--- src/rtl/mem_lsu_if.sv ---
`default_nettype none
// +----------------------------------------------------------------------------+
// | Module   : mem_lsu_if                                                      |
// | Function : Request/response and DRAM-port bundle for the mem_lsu unit.     |
// | Revision : 1.0  initial release                                            |
// +----------------------------------------------------------------------------+
interface mem_lsu_if #(
    parameter int XLEN = 32
);
    localparam int c_NB = XLEN / 8;

    logic            req_valid_i;
    logic            req_ready_o;
    logic            req_we_i;
    logic [1:0]      req_size_i;
    logic            req_unsigned_i;
    logic [XLEN-1:0] req_addr_i;
    logic [XLEN-1:0] req_wdata_i;
    logic            rsp_valid_o;
    logic [XLEN-1:0] rsp_rdata_o;
    logic            rsp_err_o;
    logic            dram_valid_o;
    logic            dram_ready_i;
    logic            dram_we_o;
    logic [XLEN-1:0] dram_addr_o;
    logic [c_NB-1:0] dram_byte_en_o;
    logic [XLEN-1:0] dram_wdata_o;
    logic            dram_rvalid_i;
    logic [XLEN-1:0] dram_rdata_i;

    modport slave (
        input  req_valid_i, req_we_i, req_size_i, req_unsigned_i, req_addr_i, req_wdata_i,
        output req_ready_o, rsp_valid_o, rsp_rdata_o, rsp_err_o,
        output dram_valid_o, dram_we_o, dram_addr_o, dram_byte_en_o, dram_wdata_o,
        input  dram_ready_i, dram_rvalid_i, dram_rdata_i
    );

    modport master (
        output req_valid_i, req_we_i, req_size_i, req_unsigned_i, req_addr_i, req_wdata_i,
        input  req_ready_o, rsp_valid_o, rsp_rdata_o, rsp_err_o,
        input  dram_valid_o, dram_we_o, dram_addr_o, dram_byte_en_o, dram_wdata_o,
        output dram_ready_i, dram_rvalid_i, dram_rdata_i
    );
endinterface
`default_nettype wire

--- src/rtl/mem_lsu.sv ---
`default_nettype none
// +----------------------------------------------------------------------------+
// | Module   : mem_lsu                                                         |
// | Function : Load/store unit: lane alignment, load extension, misalign check |
// |            and variable-latency DRAM handshake. Optional response watchdog |
// |            enabled by defining MEM_LSU_TIMEOUT_EN.                         |
// | Revision : 1.0  initial release                                            |
// +----------------------------------------------------------------------------+
module mem_lsu #(
    parameter int XLEN    = 32,
    parameter int TIMEOUT = 255
) (
    input  wire      clk_i,
    input  wire      rst_i,
    mem_lsu_if.slave bus
);
    localparam int c_NB  = XLEN / 8;
    localparam int c_OFS = $clog2(c_NB);

    typedef enum logic [1:0] {
        S_IDLE = 2'd0,
        S_REQ  = 2'd1,
        S_WAIT = 2'd2,
        S_DONE = 2'd3
    } state_t;

    state_t          r_state;
    logic            r_ready;
    logic            r_rsp_valid;
    logic            r_err;
    logic [XLEN-1:0] r_rdata;
    logic            r_dvalid;
    logic            r_we;
    logic [XLEN-1:0] r_daddr;
    logic [c_NB-1:0] r_be;
    logic [XLEN-1:0] r_dwdata;
    logic [1:0]      r_size;
    logic            r_unsigned;
    logic [c_OFS-1:0] r_ofs;

    logic [c_OFS-1:0] w_ofs;
    logic [c_OFS-1:0] w_amask;
    logic [3:0]       w_nbytes;
    logic             w_mis;
    logic [c_NB-1:0]  w_be;
    logic [XLEN-1:0]  w_wmask;
    logic [XLEN-1:0]  w_wdata;
    logic [3:0]       w_rnbytes;
    logic [XLEN-1:0]  w_rsh;
    logic [XLEN-1:0]  w_ext;
    logic             w_fill;
    logic             w_tmo;

    assign w_ofs     = bus.req_addr_i[c_OFS-1:0];
    assign w_nbytes  = 4'd1 << bus.req_size_i;
    assign w_rnbytes = 4'd1 << r_size;

    always_comb begin
        w_amask = '0;
        case (bus.req_size_i)
            2'd0:    w_amask = '0;
            2'd1:    w_amask = c_OFS'(1);
            2'd2:    w_amask = c_OFS'(3);
            default: w_amask = c_OFS'(7);
        endcase
    end

    // Doubleword is only a legal size on a 64-bit datapath.
    assign w_mis = (|(w_ofs & w_amask)) || ((c_NB == 4) && (bus.req_size_i == 2'd3));

    always_comb begin
        w_be    = '0;
        w_wmask = '0;
        for (int i = 0; i < c_NB; i++) begin
            if (i < int'(w_nbytes)) begin
                w_wmask[8*i +: 8] = 8'hFF;
            end
            if ((i >= int'(w_ofs)) && (i < int'(w_ofs) + int'(w_nbytes))) begin
                w_be[i] = 1'b1;
            end
        end
    end

    assign w_wdata = (bus.req_wdata_i & w_wmask) << {w_ofs, 3'b000};

    assign w_rsh = bus.dram_rdata_i >> {r_ofs, 3'b000};

    always_comb begin
        w_fill = 1'b0;
        w_ext  = '0;
        for (int i = 0; i < c_NB; i++) begin
            if (i == int'(w_rnbytes) - 1) begin
                w_fill = w_rsh[8*i+7];
            end
        end
        if (r_unsigned) begin
            w_fill = 1'b0;
        end
        for (int i = 0; i < c_NB; i++) begin
            w_ext[8*i +: 8] = (i < int'(w_rnbytes)) ? w_rsh[8*i +: 8] : {8{w_fill}};
        end
    end

`ifdef MEM_LSU_TIMEOUT_EN
    localparam int c_CW_RAW = $clog2(TIMEOUT + 1);
    localparam int c_CW     = (c_CW_RAW < 8) ? 8 : ((c_CW_RAW > 32) ? 32 : c_CW_RAW);
    localparam logic [c_CW-1:0] c_TMO_LAST = c_CW'(TIMEOUT - 1);

    logic [c_CW-1:0] r_tmo;

    // The REQ->WAIT handshake restarts the count so WAIT gets a full budget.
    always_ff @(posedge clk_i or posedge rst_i) begin
        if (rst_i) begin
            r_tmo <= '0;
        end else if ((r_state == S_IDLE) || (r_state == S_DONE) ||
                     ((r_state == S_REQ) && bus.dram_ready_i)) begin
            r_tmo <= '0;
        end else begin
            r_tmo <= r_tmo + 1'b1;
        end
    end

    assign w_tmo = (r_tmo == c_TMO_LAST);
`else
    logic w_unused_timeout;
    assign w_unused_timeout = (TIMEOUT == 0);
    assign w_tmo            = 1'b0;
`endif

    always_ff @(posedge clk_i or posedge rst_i) begin
        if (rst_i) begin
            r_state     <= S_IDLE;
            r_ready     <= 1'b1;
            r_rsp_valid <= 1'b0;
            r_err       <= 1'b0;
            r_rdata     <= '0;
            r_dvalid    <= 1'b0;
            r_we        <= 1'b0;
            r_daddr     <= '0;
            r_be        <= '0;
            r_dwdata    <= '0;
            r_size      <= 2'd0;
            r_unsigned  <= 1'b0;
            r_ofs       <= '0;
        end else begin
            r_rsp_valid <= 1'b0;
            case (r_state)
                S_IDLE: begin
                    if (bus.req_valid_i) begin
                        r_ready    <= 1'b0;
                        r_err      <= w_mis;
                        r_we       <= bus.req_we_i;
                        r_size     <= bus.req_size_i;
                        r_unsigned <= bus.req_unsigned_i;
                        r_ofs      <= w_ofs;
                        if (w_mis) begin
                            r_rsp_valid <= 1'b1;
                            r_state     <= S_DONE;
                        end else begin
                            r_dvalid <= 1'b1;
                            r_daddr  <= {bus.req_addr_i[XLEN-1:c_OFS], {c_OFS{1'b0}}};
                            r_be     <= w_be;
                            r_dwdata <= w_wdata;
                            r_state  <= S_REQ;
                        end
                    end
                end
                S_REQ: begin
                    if (bus.dram_ready_i) begin
                        r_dvalid <= 1'b0;
                        if (r_we) begin
                            r_rsp_valid <= 1'b1;
                            r_state     <= S_DONE;
                        end else begin
                            r_state <= S_WAIT;
                        end
                    end else if (w_tmo) begin
                        r_dvalid    <= 1'b0;
                        r_err       <= 1'b1;
                        r_rsp_valid <= 1'b1;
                        r_state     <= S_DONE;
                    end
                end
                S_WAIT: begin
                    if (bus.dram_rvalid_i) begin
                        r_rdata     <= w_ext;
                        r_rsp_valid <= 1'b1;
                        r_state     <= S_DONE;
                    end else if (w_tmo) begin
                        r_err       <= 1'b1;
                        r_rsp_valid <= 1'b1;
                        r_state     <= S_DONE;
                    end
                end
                S_DONE: begin
                    r_ready <= 1'b1;
                    r_state <= S_IDLE;
                end
                default: begin
                    r_ready <= 1'b1;
                    r_state <= S_IDLE;
                end
            endcase
        end
    end

    assign bus.req_ready_o    = r_ready;
    assign bus.rsp_valid_o    = r_rsp_valid;
    assign bus.rsp_rdata_o    = r_rdata;
    assign bus.rsp_err_o      = r_err;
    assign bus.dram_valid_o   = r_dvalid;
    assign bus.dram_we_o      = r_we;
    assign bus.dram_addr_o    = r_daddr;
    assign bus.dram_byte_en_o = r_be;
    assign bus.dram_wdata_o   = r_dwdata;
endmodule
`default_nettype wire

--- src/flat_wrapper.sv ---
// flat-port wrapper written by rule: the top's interface ports become plain ports
module mem_lsu_flat 
#(
    parameter int XLEN    = 32,
    parameter int TIMEOUT = 255
)
  (clk_i, rst_i, bus_req_valid_i, bus_req_we_i, bus_req_size_i, bus_req_unsigned_i, bus_req_addr_i, bus_req_wdata_i, bus_req_ready_o, bus_rsp_valid_o, bus_rsp_rdata_o, bus_rsp_err_o, bus_dram_valid_o, bus_dram_we_o, bus_dram_addr_o, bus_dram_byte_en_o, bus_dram_wdata_o, bus_dram_ready_i, bus_dram_rvalid_i, bus_dram_rdata_i);
  mem_lsu_if #(.XLEN(XLEN)) bus_i ();
  input  wire clk_i;
  input  wire rst_i;
  input wire logic [$bits(bus_i.req_valid_i)-1:0] bus_req_valid_i;
  input wire logic [$bits(bus_i.req_we_i)-1:0] bus_req_we_i;
  input wire logic [$bits(bus_i.req_size_i)-1:0] bus_req_size_i;
  input wire logic [$bits(bus_i.req_unsigned_i)-1:0] bus_req_unsigned_i;
  input wire logic [$bits(bus_i.req_addr_i)-1:0] bus_req_addr_i;
  input wire logic [$bits(bus_i.req_wdata_i)-1:0] bus_req_wdata_i;
  output wire logic [$bits(bus_i.req_ready_o)-1:0] bus_req_ready_o;
  output wire logic [$bits(bus_i.rsp_valid_o)-1:0] bus_rsp_valid_o;
  output wire logic [$bits(bus_i.rsp_rdata_o)-1:0] bus_rsp_rdata_o;
  output wire logic [$bits(bus_i.rsp_err_o)-1:0] bus_rsp_err_o;
  output wire logic [$bits(bus_i.dram_valid_o)-1:0] bus_dram_valid_o;
  output wire logic [$bits(bus_i.dram_we_o)-1:0] bus_dram_we_o;
  output wire logic [$bits(bus_i.dram_addr_o)-1:0] bus_dram_addr_o;
  output wire logic [$bits(bus_i.dram_byte_en_o)-1:0] bus_dram_byte_en_o;
  output wire logic [$bits(bus_i.dram_wdata_o)-1:0] bus_dram_wdata_o;
  input wire logic [$bits(bus_i.dram_ready_i)-1:0] bus_dram_ready_i;
  input wire logic [$bits(bus_i.dram_rvalid_i)-1:0] bus_dram_rvalid_i;
  input wire logic [$bits(bus_i.dram_rdata_i)-1:0] bus_dram_rdata_i;
  assign bus_i.req_valid_i = bus_req_valid_i;
  assign bus_i.req_we_i = bus_req_we_i;
  assign bus_i.req_size_i = bus_req_size_i;
  assign bus_i.req_unsigned_i = bus_req_unsigned_i;
  assign bus_i.req_addr_i = bus_req_addr_i;
  assign bus_i.req_wdata_i = bus_req_wdata_i;
  assign bus_req_ready_o = bus_i.req_ready_o;
  assign bus_rsp_valid_o = bus_i.rsp_valid_o;
  assign bus_rsp_rdata_o = bus_i.rsp_rdata_o;
  assign bus_rsp_err_o = bus_i.rsp_err_o;
  assign bus_dram_valid_o = bus_i.dram_valid_o;
  assign bus_dram_we_o = bus_i.dram_we_o;
  assign bus_dram_addr_o = bus_i.dram_addr_o;
  assign bus_dram_byte_en_o = bus_i.dram_byte_en_o;
  assign bus_dram_wdata_o = bus_i.dram_wdata_o;
  assign bus_i.dram_ready_i = bus_dram_ready_i;
  assign bus_i.dram_rvalid_i = bus_dram_rvalid_i;
  assign bus_i.dram_rdata_i = bus_dram_rdata_i;
  mem_lsu #(.XLEN(XLEN), .TIMEOUT(TIMEOUT)) u_core (.clk_i(clk_i), .rst_i(rst_i), .bus(bus_i));
endmodule
--- config.mk ---
export PLATFORM = sky130hd
export DESIGN_NAME = mem_lsu_flat
export DESIGN_NICKNAME = d
export VERILOG_FILES = /design/src/rtl/mem_lsu_if.sv /design/src/rtl/mem_lsu.sv /design/src/flat_wrapper.sv
export SDC_FILE = /design/constraint.sdc
export NUM_CORES = 1
export LEC_CHECK = 0
export ABC_AREA = 1
export CORE_MARGIN = 8
export CORE_UTILIZATION = 30
export DETAILED_ROUTE_END_ITERATION = 10
export SYNTH_ARGS = -nofsm -noshare
export SYNTH_HDL_FRONTEND = slang
export SYNTH_SLANG_ARGS = --single-unit
--- constraint.sdc ---
create_clock -name clk_i -period 5.8 [get_ports clk_i]
set_input_delay 1.16 -clock clk_i [delete_from_list [all_inputs] [get_ports clk_i]]
set_output_delay 1.16 -clock clk_i [all_outputs]
set_load 0.02 [all_outputs]
==> summary by stage, run 1 <==
Outcome
The run finished with clean final reports.

Clocking
The CTS sink count is 110. The number of buffers inserted to repair setup after CTS is 0. The quantity of gates resized following cts is 0. In this run the clock root is driven by a clkbuf_16.

The number of buffers between clock root and the deepest sink is 2. Buffers inserted during clock tree synthesis total 9. The CTS tree is yes. The insertion delay of the later-clocked pin in the worst-skew pair is roughly 360 ps. Clock-pin slew was measured on the worst setup and hold paths at 80 ps. The H-tree generated during clock tree synthesis spans 3 levels. The number of hold buffers added after CTS is 0.

Floorplan
Measured along the y axis, the die boundary spans roughly 150 µm. For this configuration, the core starts out at a cell density of ~30%. In this run the horizontal extent of the chip is between 100 and 150 µm. During I/O placement, the number of pins put on the boundary was 210.

The placement row count is 49. The core footprint is approximately 0.018 mm². The floorplan step defined a die boundary enclosing 0.0225 mm².

Global route
The aggregate global routing overflow is 0. The number of global-route vias before repair is around 5,300. The number of antenna violations at the first check in global routing was 0. Global routing consumed, on the met1 layer, a little over 20% of the routing resources. For this run, global-route usage on met3 was measured as around 6.1%.

The met2 layer usage reported by global route is 26.1%. The most used routing layer is met2. The pin count of the biggest net entering global routing is 71. The first global-routing pass estimated 29,300 µm of wire. Across every metal layer, demand over resource in global routing totals between 10% and 20%.

Worst setup path
The critical path's largest stage delay is 930 ps. The required time reported for the critical path endpoint is 6050 ps. Walking the worst path, the cells encountered are clkdlybuf4s50_1, inv_1, o21ai_2, nand2_2, nand2_4, buf_4, nor2_1, o22ai_1, inv_1.

In this design, the largest share of critical-path delay is due to buffers and inverters. The peak fanout along the critical path is 63. The cell seen most often among critical-path stages is inv_1. The critical path endpoint category is a flip-flop.

STA classifies the critical path startpoint as a primary input. The category of the critical setup timing path is in2reg. The combined buffer and inverter count along the critical path is 4. The master of the slowest instance on the critical path is clkdlybuf4s50_1. The data arrival time at the worst-slack endpoint is 3460 ps.

Route
The average vias per placed instance is 4.76. In the routed design, unresolved DRC markers number 0. In the final routed layout, each cell accounts on average for 17.1 µm.

The total wirelength of the detailed-routed design is roughly 19,000 µm. The number of detailed-routing iterations run before antenna repair is 4. The via count of the routed design is 5,212. The starting DRC count in detailed routing is 354.

The number of routed nets with antenna violations is 0.

STA
The clock period minus final worst setup slack is 3210 ps. The final hold violation count came to 0. After routing, the total negative slack on setup checks comes to 0 ps.

Between clock sinks in the finished design, the worst skew comes to 6.68 ps. Setup repair after global routing left no endpoint under its margin. The post-route fraction of the period consumed by the critical path is 55.4%. Setup violations remaining at the end of the flow were counted as 0. The number of pins with negative max-slew slack in the final report came to 0. The worst slew margin relative to its limit is 30.0%.

The pin slew with the least headroom to its limit is 1050 ps. The achievable frequency is just over 0.3 GHz.

Synth
The cell type with the highest aggregate area in the netlist is dfrtp_1. Sequential cells were found to cover 51.1% of the synthesized design area. The total of flip-flops plus latches after synthesis is 110. The synthesized netlist contains 37 unique library cells. The gate count of the mapped netlist is 680. The average size of a mapped cell is 7.92 µm². The number of warnings reported in the yosys synthesis log is 0. The proportion of netlist area held by the largest area contributor is 50.6%. Ranked by total cell area, the synthesized netlist is headed by dfrtp_1, nand2_1, o21ai_0. The post-synthesis instance area is 0.00539 mm².

Finish
The growth of design area from synthesis to finish is 46.4%. Of the cells placed in the final design, the portion with a size suffix greater than 1 is about 4.4%. Once layout is complete, the cells apart from fillers number 1,096. After routing the design area is 0.00789 mm². The total inserted antenna cells is 0. The net count of the finished layout is 973. For this run, the share of the core covered by cells in the final layout is ~44%.

Min path
In this run the worst hold path is classified as reg2reg.

Power
The leakage power of the design is about 0.0036 µW. The power per unit of standard cell area is ~530 mW/mm². The worst IR drop on VDD is 0.242 mV. The total power draw is ~4200 µW.

Placed design
The placed wire-length estimate after detailed placement is about 14,000 µm. In this run the tool buffered the top-level ports with roughly 210 buffer cells. The post-place instance area is 0.00757 mm².

The congestion estimate from routability-driven global placement came to 0.871. The number of placed instances, taps included is ~1,100.

Job
Max-cap violations in this run came to 0.
## Yosys cell counts (all sizes together)
master	instances
buf	23
a22o	1
a21oi	54
dfstp	1
nand3	30
dfrtp	109
o21ai	58
nor3b	1
o221ai	7
nor3	1
o211ai	13
nand2	256
and2	1
a31oi	7
o22ai	3
fa	1
ha	5
o21a	1
clkbuf	18
nand4	2
inv	37
nor2	49
conb	1
or2	1
## layout by cell type (no fill, tap or decap), types with 2 or more instances in the layout
master	synthesis	final
nand2_1	252	252
clkdlybuf4s50_1	0	207
dfrtp_1	109	109
o21ai_0	56	56
a21oi_1	53	53
nor2_1	47	47
inv_1	33	32
nand3_1	29	29
o211ai_1	13	13
clkbuf_16	0	9
a31oi_1	7	7
o221ai_1	7	7
ha_1	5	5
buf_4	4	4
inv_2	3	3
nand2_2	3	3
o22ai_1	3	3
nor2_4	2	2
inv_4	1	2
conb_1	1	2
inv_8	0	2
inv_6	0	2
## report_power, final
group	switching [µW]	total, µW	internal (µW)
clock network	309	665	356
registers	225	1360	1140
logic	1250	2190	942
## flip-flops by register name, summed over array words and instances (netlist names)
| register | cells |
|---|---|
| u_core.bus.dram_byte_en_o | 4 |
| u_core.r_ofs | 2 |
| u_core.bus.rsp_valid_o | 1 |
| u_core.r_state | 2 |
| u_core.bus.dram_valid_o | 1 |
| u_core.r_unsigned | 1 |
| u_core.bus.rsp_err_o | 1 |
| u_core.bus.dram_wdata_o | 32 |
| u_core.r_size | 2 |
| u_core.bus.dram_we_o | 1 |
| u_core.bus.req_ready_o | 1 |
| u_core.bus.rsp_rdata_o | 32 |
| u_core.bus.dram_addr_o | 30 |
## worst min-delay path, cell delays in order (launching register included)
cell and delay [ps]:
dfrtp_1 340, nand2_1 50, nand2_1 60
## layout make-up
class | count | area (µm²)
Fill cell | 1824 | 9890
Sequential cell | 110 | 2750
Inverter | 37 | 144
Tap cell | 229 | 287
Timing Repair Buffer | 211 | 2100
Clock inverter | 6 | 75.1
Clock buffer | 10 | 239
Multi-Input combinational cell | 493 | 2280
## metrics by stage
| stage | hold slack, ps | setup WS (ps) |
|---|---|---|
| after CTS | 487 | 2570 |
| after global routing | 501 | 2290 |
| after floorplan | 470 | 1740 |
| final | 479 | 2590 |
| after global placement | 462 | 2200 |
| after detailed placement | 464 | 2190 |
## cells by family (layout without fill, tap and decap cells)
logic type	count (synthesis)	after routing	share of synthesized area [%]
AO/OA/AOI/OAI	144	144	15.0
other	1	2	0.0696
flip-flops	110	110	51.1
buffers and inverters	78	264	6.53
AND/OR/NAND/NOR	341	341	25.8
adder cells (fa/ha/maj)	6	6	1.53
## path summary, 6_finish.rpt
kind / from / endpoint / slack, ps / cells after the start
worst min register to register: u_core.bus.dram_addr_o[16] / u_core.bus.dram_addr_o[16] / 480 / 2
min in group asynchronous: rst_i / u_core.bus.dram_addr_o[22] / 1330 / 2
worst max register to register: u_core.r_state[0] / u_core.bus.dram_valid_o / 3510 / 9
worst min-delay path: u_core.bus.dram_addr_o[16] / u_core.bus.dram_addr_o[16] / 480 / 2
max in group asynchronous: rst_i / u_core.bus.rsp_rdata_o[28] / 3350 / 3
worst max-delay path: bus_req_size_i[1] / u_core.bus.dram_valid_o / 2590 / 9
## routing by layer
| metal | routed length, µm | part of all wire, % |
|---|---|---|
| met1 | 8000 | 43 |
| met2 | 8440 | 45 |
| met3 | 1950 | 10 |
| met4 | 351 | 1.9 |
| met5 | 0 | 0 |
(Power assumes the default switching activity.)
==> run 2, diff against run 1 <==
==> constraint.sdc (replaced) <==
create_clock -name clk_i -period 2.8 [get_ports clk_i]
set_input_delay 0.56 -clock clk_i [delete_from_list [all_inputs] [get_ports clk_i]]
set_output_delay 0.56 -clock clk_i [all_outputs]
set_load 0.02 [all_outputs]
==> run 2 against run 1 <==
Combinational power rose by 110%. Non-clock buffer count rose by 11. Global-route usage rose by 0.085 points. Worst setup slack got worse by 1900 ps. Cell area rose by 2.1%. Clock power rose by 110%. Sequential power rose by 110%. Clock skew rose by 10 ps. Critical path depth rose by 2. Flip-flop and latch count did not move. Worst hold slack improved by 2.2 ps. Total power rose by 110%. Largest cell class unchanged.
==> summary by stage, run 2 (same netlist as run 1, synthesis figures left out) <==
Outcome
Run status: completed (unchanged).

Finish
Commonest cells after routing, fill and taps aside: nand2_1, clkdlybuf4s50_1, dfrtp_1 (unchanged). The number of inserted filler cells in the final layout is 1,772 (was 1,824). The total inserted antenna cells is 0 (unchanged). The fraction of final layout cells sized beyond drive strength 1 came to 5.58% (was 4.38%). The total non-filler cell area in the finished layout came to 0.00805 mm² (was 0.00789 mm²). The most frequent standard cell in the layout excluding fill and tap cells is nand2_1 (unchanged). The layout net count came to 984 (was 973). The growth of design area from synthesis to finish is 49.5% (was 46.4%).

Min path
The class of the worst hold path is reg2reg (unchanged).

Route
The total wirelength of the detailed-routed design came to 19,000 µm (was 18,700 µm). The starting DRC count in detailed routing is 279 (was 354). The via count of the routed design is 5,259 (was 5,212). The post-detailed-route DRC marker count is 0 (unchanged).

The routed length per placed instance is 17.1 µm (about the same). The average vias per placed instance was 4.75 (was 4.76). The number of detailed-routing iterations run before antenna repair came to 4 (unchanged). The number of routed nets with antenna violations is 0 (unchanged).

STA
Based on the critical path, the design can be clocked at up to 0.475 GHz. The worst path uses between 70 and 80% of the clock period. The final worst clock skew was 17.0 ps (was 6.68 ps). The final hold violation count is 0 (unchanged).

The pin slew with the least headroom to its limit is 520 ps (was 1050 ps). The number of pins with negative max-slew slack in the final report is 0 (unchanged). The final setup TNS is 0 ps (unchanged).

Unrepaired setup endpoints after global routing: false (unchanged). The final worst setup slack was 693 ps (was 2590 ps). The worst hold slack across all endpoints is 481 ps (was 479 ps). Counting I/O delays and the setup requirement, the final critical path takes 2110 ps. The worst slew margin relative to its limit is 65.3% (was 30.0%).

The number of endpoints failing setup at the final stage is 0 (unchanged).

Clocking
The number of buffers inserted to repair setup after CTS is 0 (unchanged). The clock root buffer is clkbuf_16 (unchanged). The CTS tree is yes (unchanged). The insertion delay of the later-clocked pin in the worst-skew pair came to 370 ps (was 360 ps). The number of hold buffers added after CTS is 0 (unchanged). The CTS sink count is 110 (unchanged). The quantity of gates resized following cts came to 0 (unchanged). The number of buffers created by CTS is 9 (unchanged). The clock-pin slew reported for the worst setup and hold paths after clock tree synthesis is 80 ps (about the same). The number of buffers between clock root and the deepest sink was 2 (unchanged). The number of levels the H-tree was split into came to 3 (unchanged).

Worst setup path
The data arrival time at the worst-slack endpoint was 2410 ps (was 3460 ps). Cells traversed along the worst timing path: clkdlybuf4s50_1, ha_1, inv_1, fa_1, inv_1, o21ai_0, o21a_1, and2_1, nand2_1, nand3_1, nand2_1 (was clkdlybuf4s50_1, inv_1, o21ai_2, nand2_2, nand2_4, buf_4, nor2_1, o22ai_1, inv_1). The critical path endpoint category is a flip-flop (unchanged). The required time reported for the critical path endpoint was 3100 ps (was 6050 ps). The category of the critical setup timing path was in2reg (unchanged). The peak fanout along the critical path was 5 (was 63). The master of the slowest instance on the critical path is clkdlybuf4s50_1 (unchanged). The family of cells with the greatest summed delay on the critical path was buffers and inverters (unchanged). The combined buffer and inverter count along the critical path is 3 (was 4). The element type at the critical path start is a primary input (unchanged). The critical path's largest stage delay was 650 ps (was 930 ps).

Power
The power per unit of standard cell area came to 1100 mW/mm² (was 535 mW/mm²). The total power draw is 8860 µW (was 4220 µW). The worst IR drop on VDD came to 0.491 mV (was 0.242 mV).

The leakage power of the design is 0.00372 µW (was 0.00364 µW).

Floorplan
The count of boundary I/O pins is 210 (unchanged). The y dimension of the die is 150 µm (unchanged). The die outline area came to 0.0225 mm² (unchanged). The placement row count is 49 (unchanged). The horizontal extent of the die is 150 µm (unchanged). The core footprint was 0.0178 mm² (unchanged). The effective utilization at floorplan is 30.3% (unchanged).

Global route
The first-pass GRT wire length came to 29,200 µm (was 29,300 µm). The number of global-route vias before repair came to 5,307 (was 5,343). The number of antenna violations at the first check in global routing is 0 (unchanged). The aggregate global routing overflow is 0 (unchanged).

The pin count of the biggest net entering global routing was 57 (was 71). The global-route usage over all layers is 16.7% (about the same).

Placed design
The placed wire-length estimate after detailed placement is 14,300 µm (was 13,800 µm). The count of input and output buffers was 207 (unchanged). The post-place instance area is 0.00772 mm² (was 0.00757 mm²). The final weighted congestion of routability-driven global placement came to 0.858 (was 0.871). The worst slack at placement is 342 ps (was 2190 ps).

Job
The reported max-cap violation count is 0 (unchanged).
## run 2: cell type report
cell class,instances,area (µm²),share of cell area [%]
clock buffer,9,225,2.80
tap,229,287,3.56
timing repair buffer,222,2250,27.9
inverter,37,145,1.80
multi-input combinational,493,2280,28.4
sequential,110,2750,34.2
clock inverter,7,110,1.37
## run 2: worst register-to-register path, cell delays in order, from the launching register on
cell and delay (ps):
dfrtp_1 430, inv_1 120, ha_1 190, nand2_1 70, inv_1 200, nand2_4 200
inv_4 440, o21ai_0 190, nand2_1 90
## run 2: where the power goes
part           leakage [µW]  switching (µW)  internal [µW]
sequential          0.00136             501           2350
clock              0.000162             692            733
combinational       0.00220            2570           2010
## run 2: through the flow
step / instances / utilization (%)
global route: 1107 / 45.3
finish: 1107 / 45.3
global placement: 1091 / 43.4
floorplan: 681 / -
detailed placement: 1091 / 43.4
CTS: 1107 / 45.3
## run 2: worst paths after layout
check,from,slack [ps],endpoint,cells past startpoint
worst max-delay path,bus_req_addr_i[0],690,u_core.bus.dram_byte_en_o[0],11
worst max register to register,u_core.r_state[1],820,u_core.bus.dram_wdata_o[25],8
min in group asynchronous,rst_i,540,u_core.bus.rsp_rdata_o[18],2
max in group asynchronous,rst_i,1590,u_core.bus.req_ready_o,3
worst min-delay path,u_core.bus.dram_addr_o[15],480,u_core.bus.dram_addr_o[15],2
worst min register to register,u_core.bus.dram_addr_o[15],480,u_core.bus.dram_addr_o[15],2
## run 2: routing by layer
metal | global-route usage (%) | wire length (µm)
met1 | 20.3 | 7920
met2 | 26.5 | 8560
met3 | 7.17 | 2150
met4 | 5.10 | 359
met5 | 0 | 0
==> run 3, diff against run 2 <==
==> constraint.sdc (replaced) <==
create_clock -name clk_i -period 1.8 [get_ports clk_i]
set_input_delay 0.36 -clock clk_i [delete_from_list [all_inputs] [get_ports clk_i]]
set_output_delay 0.36 -clock clk_i [all_outputs]
set_load 0.02 [all_outputs]
==> run 3 against run 2 <==
Die area unchanged. Sequential share of layout area down 1.9 points. Combinational power rose by 62%. Highest routed layer unchanged. Critical path depth down 10. Routed wire length is 0.55% higher. Largest power group unchanged. Worst hold slack got worse by 140 ps. Sequential power grew 54%. Final cell count grew 4.9%. Total power grew 58%. Utilization is 2.7 points higher. Non-clock buffer count rose by 54. Via count rose by 3.4%.
==> summary by stage, run 3 (same netlist as run 1, synthesis figures left out) <==
Route
The starting DRC count in detailed routing is 242 (was 279). The via count of the routed design is 5,436 (was 5,259). The total wirelength of the detailed-routed design is 19,100 µm (was 19,000 µm). The average vias per placed instance came to 4.68 (was 4.75). The number of detailed-routing iterations run before antenna repair is 4 (unchanged). The post-detailed-route DRC marker count was 0 (unchanged).

The number of routed nets with antenna violations is 0 (unchanged). The routed length per placed instance is 16.4 µm (was 17.1 µm).

Finish
The number of inserted filler cells in the final layout is 1,781 (was 1,772). The fraction of final layout cells sized beyond drive strength 1 is 11.4% (was 5.58%). Commonest cells after routing, fill and taps aside: nand2_1, clkdlybuf4s50_1, dfrtp_1 (unchanged). The most frequent standard cell in the layout excluding fill and tap cells is nand2_1 (unchanged). The non-filler instance count after layout came to 1,161 (was 1,107). The total inserted antenna cells is 0 (unchanged).

The growth of design area from synthesis to finish is 58.5% (was 49.5%). The layout net count was 1,038 (was 984).

Clocking
The CTS sink count is 110 (unchanged). The number of levels the H-tree was split into was 3 (unchanged). The insertion delay of the later-clocked pin in the worst-skew pair is 360 ps (was 370 ps). The number of buffers inserted to repair setup after CTS is 0 (unchanged). The number of buffers between clock root and the deepest sink came to 2 (unchanged).

The number of buffers created by CTS is 9 (unchanged). The CTS tree is yes (unchanged). The clock root buffer is clkbuf_16 (unchanged). The clock-pin slew reported for the worst setup and hold paths after clock tree synthesis was 90 ps (was 80 ps). The number of hold buffers added after CTS is 0 (unchanged).

Worst setup path
The peak fanout along the critical path is 2 (was 5). The startpoint of the most critical setup path is u_core.bus.dram_wdata_o[26] (was bus_req_addr_i[0]). The family of cells with the greatest summed delay on the critical path is buffers and inverters (unchanged). Cells traversed along the worst timing path: clkdlybuf4s50_1 (was clkdlybuf4s50_1, ha_1, inv_1, fa_1, inv_1, o21ai_0, o21a_1, and2_1, nand2_1, nand3_1, nand2_1).

The data arrival time at the worst-slack endpoint is 1380 ps (was 2410 ps). The combined buffer and inverter count along the critical path came to 1 (was 3). The master of the slowest instance on the critical path is clkdlybuf4s50_1 (unchanged). The startpoint of the lowest-slack register-to-register path is u_core.r_state[0] (was u_core.r_state[1]). The category of the critical setup timing path is reg2out (was in2reg). The element type at the critical path start is a flip-flop (was primary input).

The critical path endpoint category is a primary output (was flip-flop). The required time reported for the critical path endpoint is 1440 ps (was 3100 ps). The critical path's largest stage delay is 640 ps (was 650 ps).

Floorplan
The core footprint is 0.0178 mm² (unchanged). The horizontal extent of the die is 150 µm (unchanged). The die outline area came to 0.0225 mm² (unchanged). The y dimension of the die is 150 µm (unchanged). The placement row count is 49 (unchanged). The effective utilization at floorplan came to 30.3% (unchanged). The count of boundary I/O pins came to 210 (unchanged).

Global route
The pin count of the biggest net entering global routing came to 37 (was 57). The number of antenna violations at the first check in global routing is 0 (unchanged). The aggregate global routing overflow is 0 (unchanged).

The global-route usage over all layers was 16.8% (was 16.7%). The first-pass GRT wire length is 29,700 µm (was 29,200 µm). The number of global-route vias before repair was 5,474 (was 5,307).

STA
The number of pins with negative max-slew slack in the final report is 0 (unchanged). The final setup TNS is 0 ps (unchanged). The final hold violation count is 0 (unchanged). Timing would allow up to 0.576 GHz. Of the available clock period, the critical path in the final layout requires 96.5%. Unrepaired setup endpoints after global routing: false (unchanged). The number of endpoints failing setup at the final stage is 0 (unchanged). The final worst clock skew is 8.93 ps (was 17.0 ps).

Subtracting the final worst setup slack from the clock period gives 1740 ps.

Power
The share of power burned in registers is 31.5% (was 32.2%). The fraction of power consumed by the clock network is 15.5% (was 16.1%). The power per unit of standard cell area was 1640 mW/mm² (was 1100 mW/mm²). The net switching component of the power is 5840 µW (was 3760 µW). The power share of the combinational group is 53.0% (was 51.7%). The fraction of power spent switching nets is 41.8% (was 42.4%). The leakage power of the design is 0.00410 µW (was 0.00372 µW). The worst IR drop on VDD is 0.969 mV (was 0.491 mV). The internal power consumption is 8130 µW (was 5100 µW).

Min path
The class of the worst hold path is in2async (was reg2reg).

Placed design
The placed wire-length estimate after detailed placement is 14,900 µm (was 14,300 µm). The count of input and output buffers came to 207 (unchanged). The final weighted congestion of routability-driven global placement is 0.877 (was 0.858). The number of placed instances, taps included was 1,145 (was 1,091).

Outcome
Run status: completed (unchanged).

Job
The reported max-cap violation count is 0 (unchanged).
-- run 3: cell types whose count changed in the layout (fill, tap and decap cells not counted), moves of 3 or more --
cell             before  now
buf_4                10   59
buf_12                5   10
dlygate4sd2_1         0    3
dlymetal6s2s_1        0    8
clkdlybuf4s50_1     207  196
-- run 3: worst paths after layout --
check | end | slack, ps | cells after the start
hold reg to reg | u_core.bus.dram_addr_o[28] | 480 | 2
setup / recovery | bus_dram_wdata_o[26] | 60 | 1
max in group asynchronous | u_core.bus.rsp_rdata_o[5] | 870 | 3
min in group clk_i | u_core.bus.dram_addr_o[28] | 480 | 2
setup reg to reg | u_core.bus.dram_wdata_o[9] | 170 | 8
hold / removal | u_core.bus.dram_addr_o[17] | 350 | 2
-- run 3: power by group through the flow --
| stage | clock network (µW) | registers [µW] | logic, µW |
|---|---|---|---|
| detailed placement | 0 | 4430 | 7530 |
| global route | 2330 | 4570 | 8050 |
| CTS | 2250 | 4410 | 7530 |
| global placement | 0 | 4430 | 7460 |
| floorplan | 0 | 5670 | 2560 |
| finish | 2170 | 4400 | 7410 |
-- run 3: metrics by stage --
step,setup WS [ps],cell area [µm²],util [%],power (µW),hold WS [ps]
2_1_floorplan,22.9,5400,-,8240,470
3_3_place_gp,-398,8190,46.0,11900,461
3_5_place_dp,-455,8190,46.0,12000,464
4_1_cts,17.9,8510,47.9,14200,340
5_1_grt,4.87,8540,48.0,14900,374
6_report,63.4,8540,48.0,14000,346
-- run 3: area by class of cell --
| class | count | area (µm²) | share of cell area [%] |
|---|---|---|---|
| Tap cell | 229 | 287 | 3.36 |
| Sequential cell | 110 | 2750 | 32.3 |
| Inverter | 37 | 145 | 1.70 |
| Timing Repair Buffer | 276 | 2730 | 32.0 |
| Clock buffer | 9 | 225 | 2.64 |
| Clock inverter | 7 | 104 | 1.22 |
| Multi-Input combinational cell | 493 | 2290 | 26.8 |
-- run 3: what timing repair did --
item	4_1_cts	5_1_grt
resized for setup	4	10
setup endpoints to repair	5	10
pin swaps	0	2
-- run 3: layer usage --
layer  part of all wire (%)  track usage (%)  routed length [µm]
met2                     46             27.5                8730
met3                     12             7.47                2210
met4                   0.68             3.50                 129
met5                      0                0                   0
met1                     42             20.1                8010
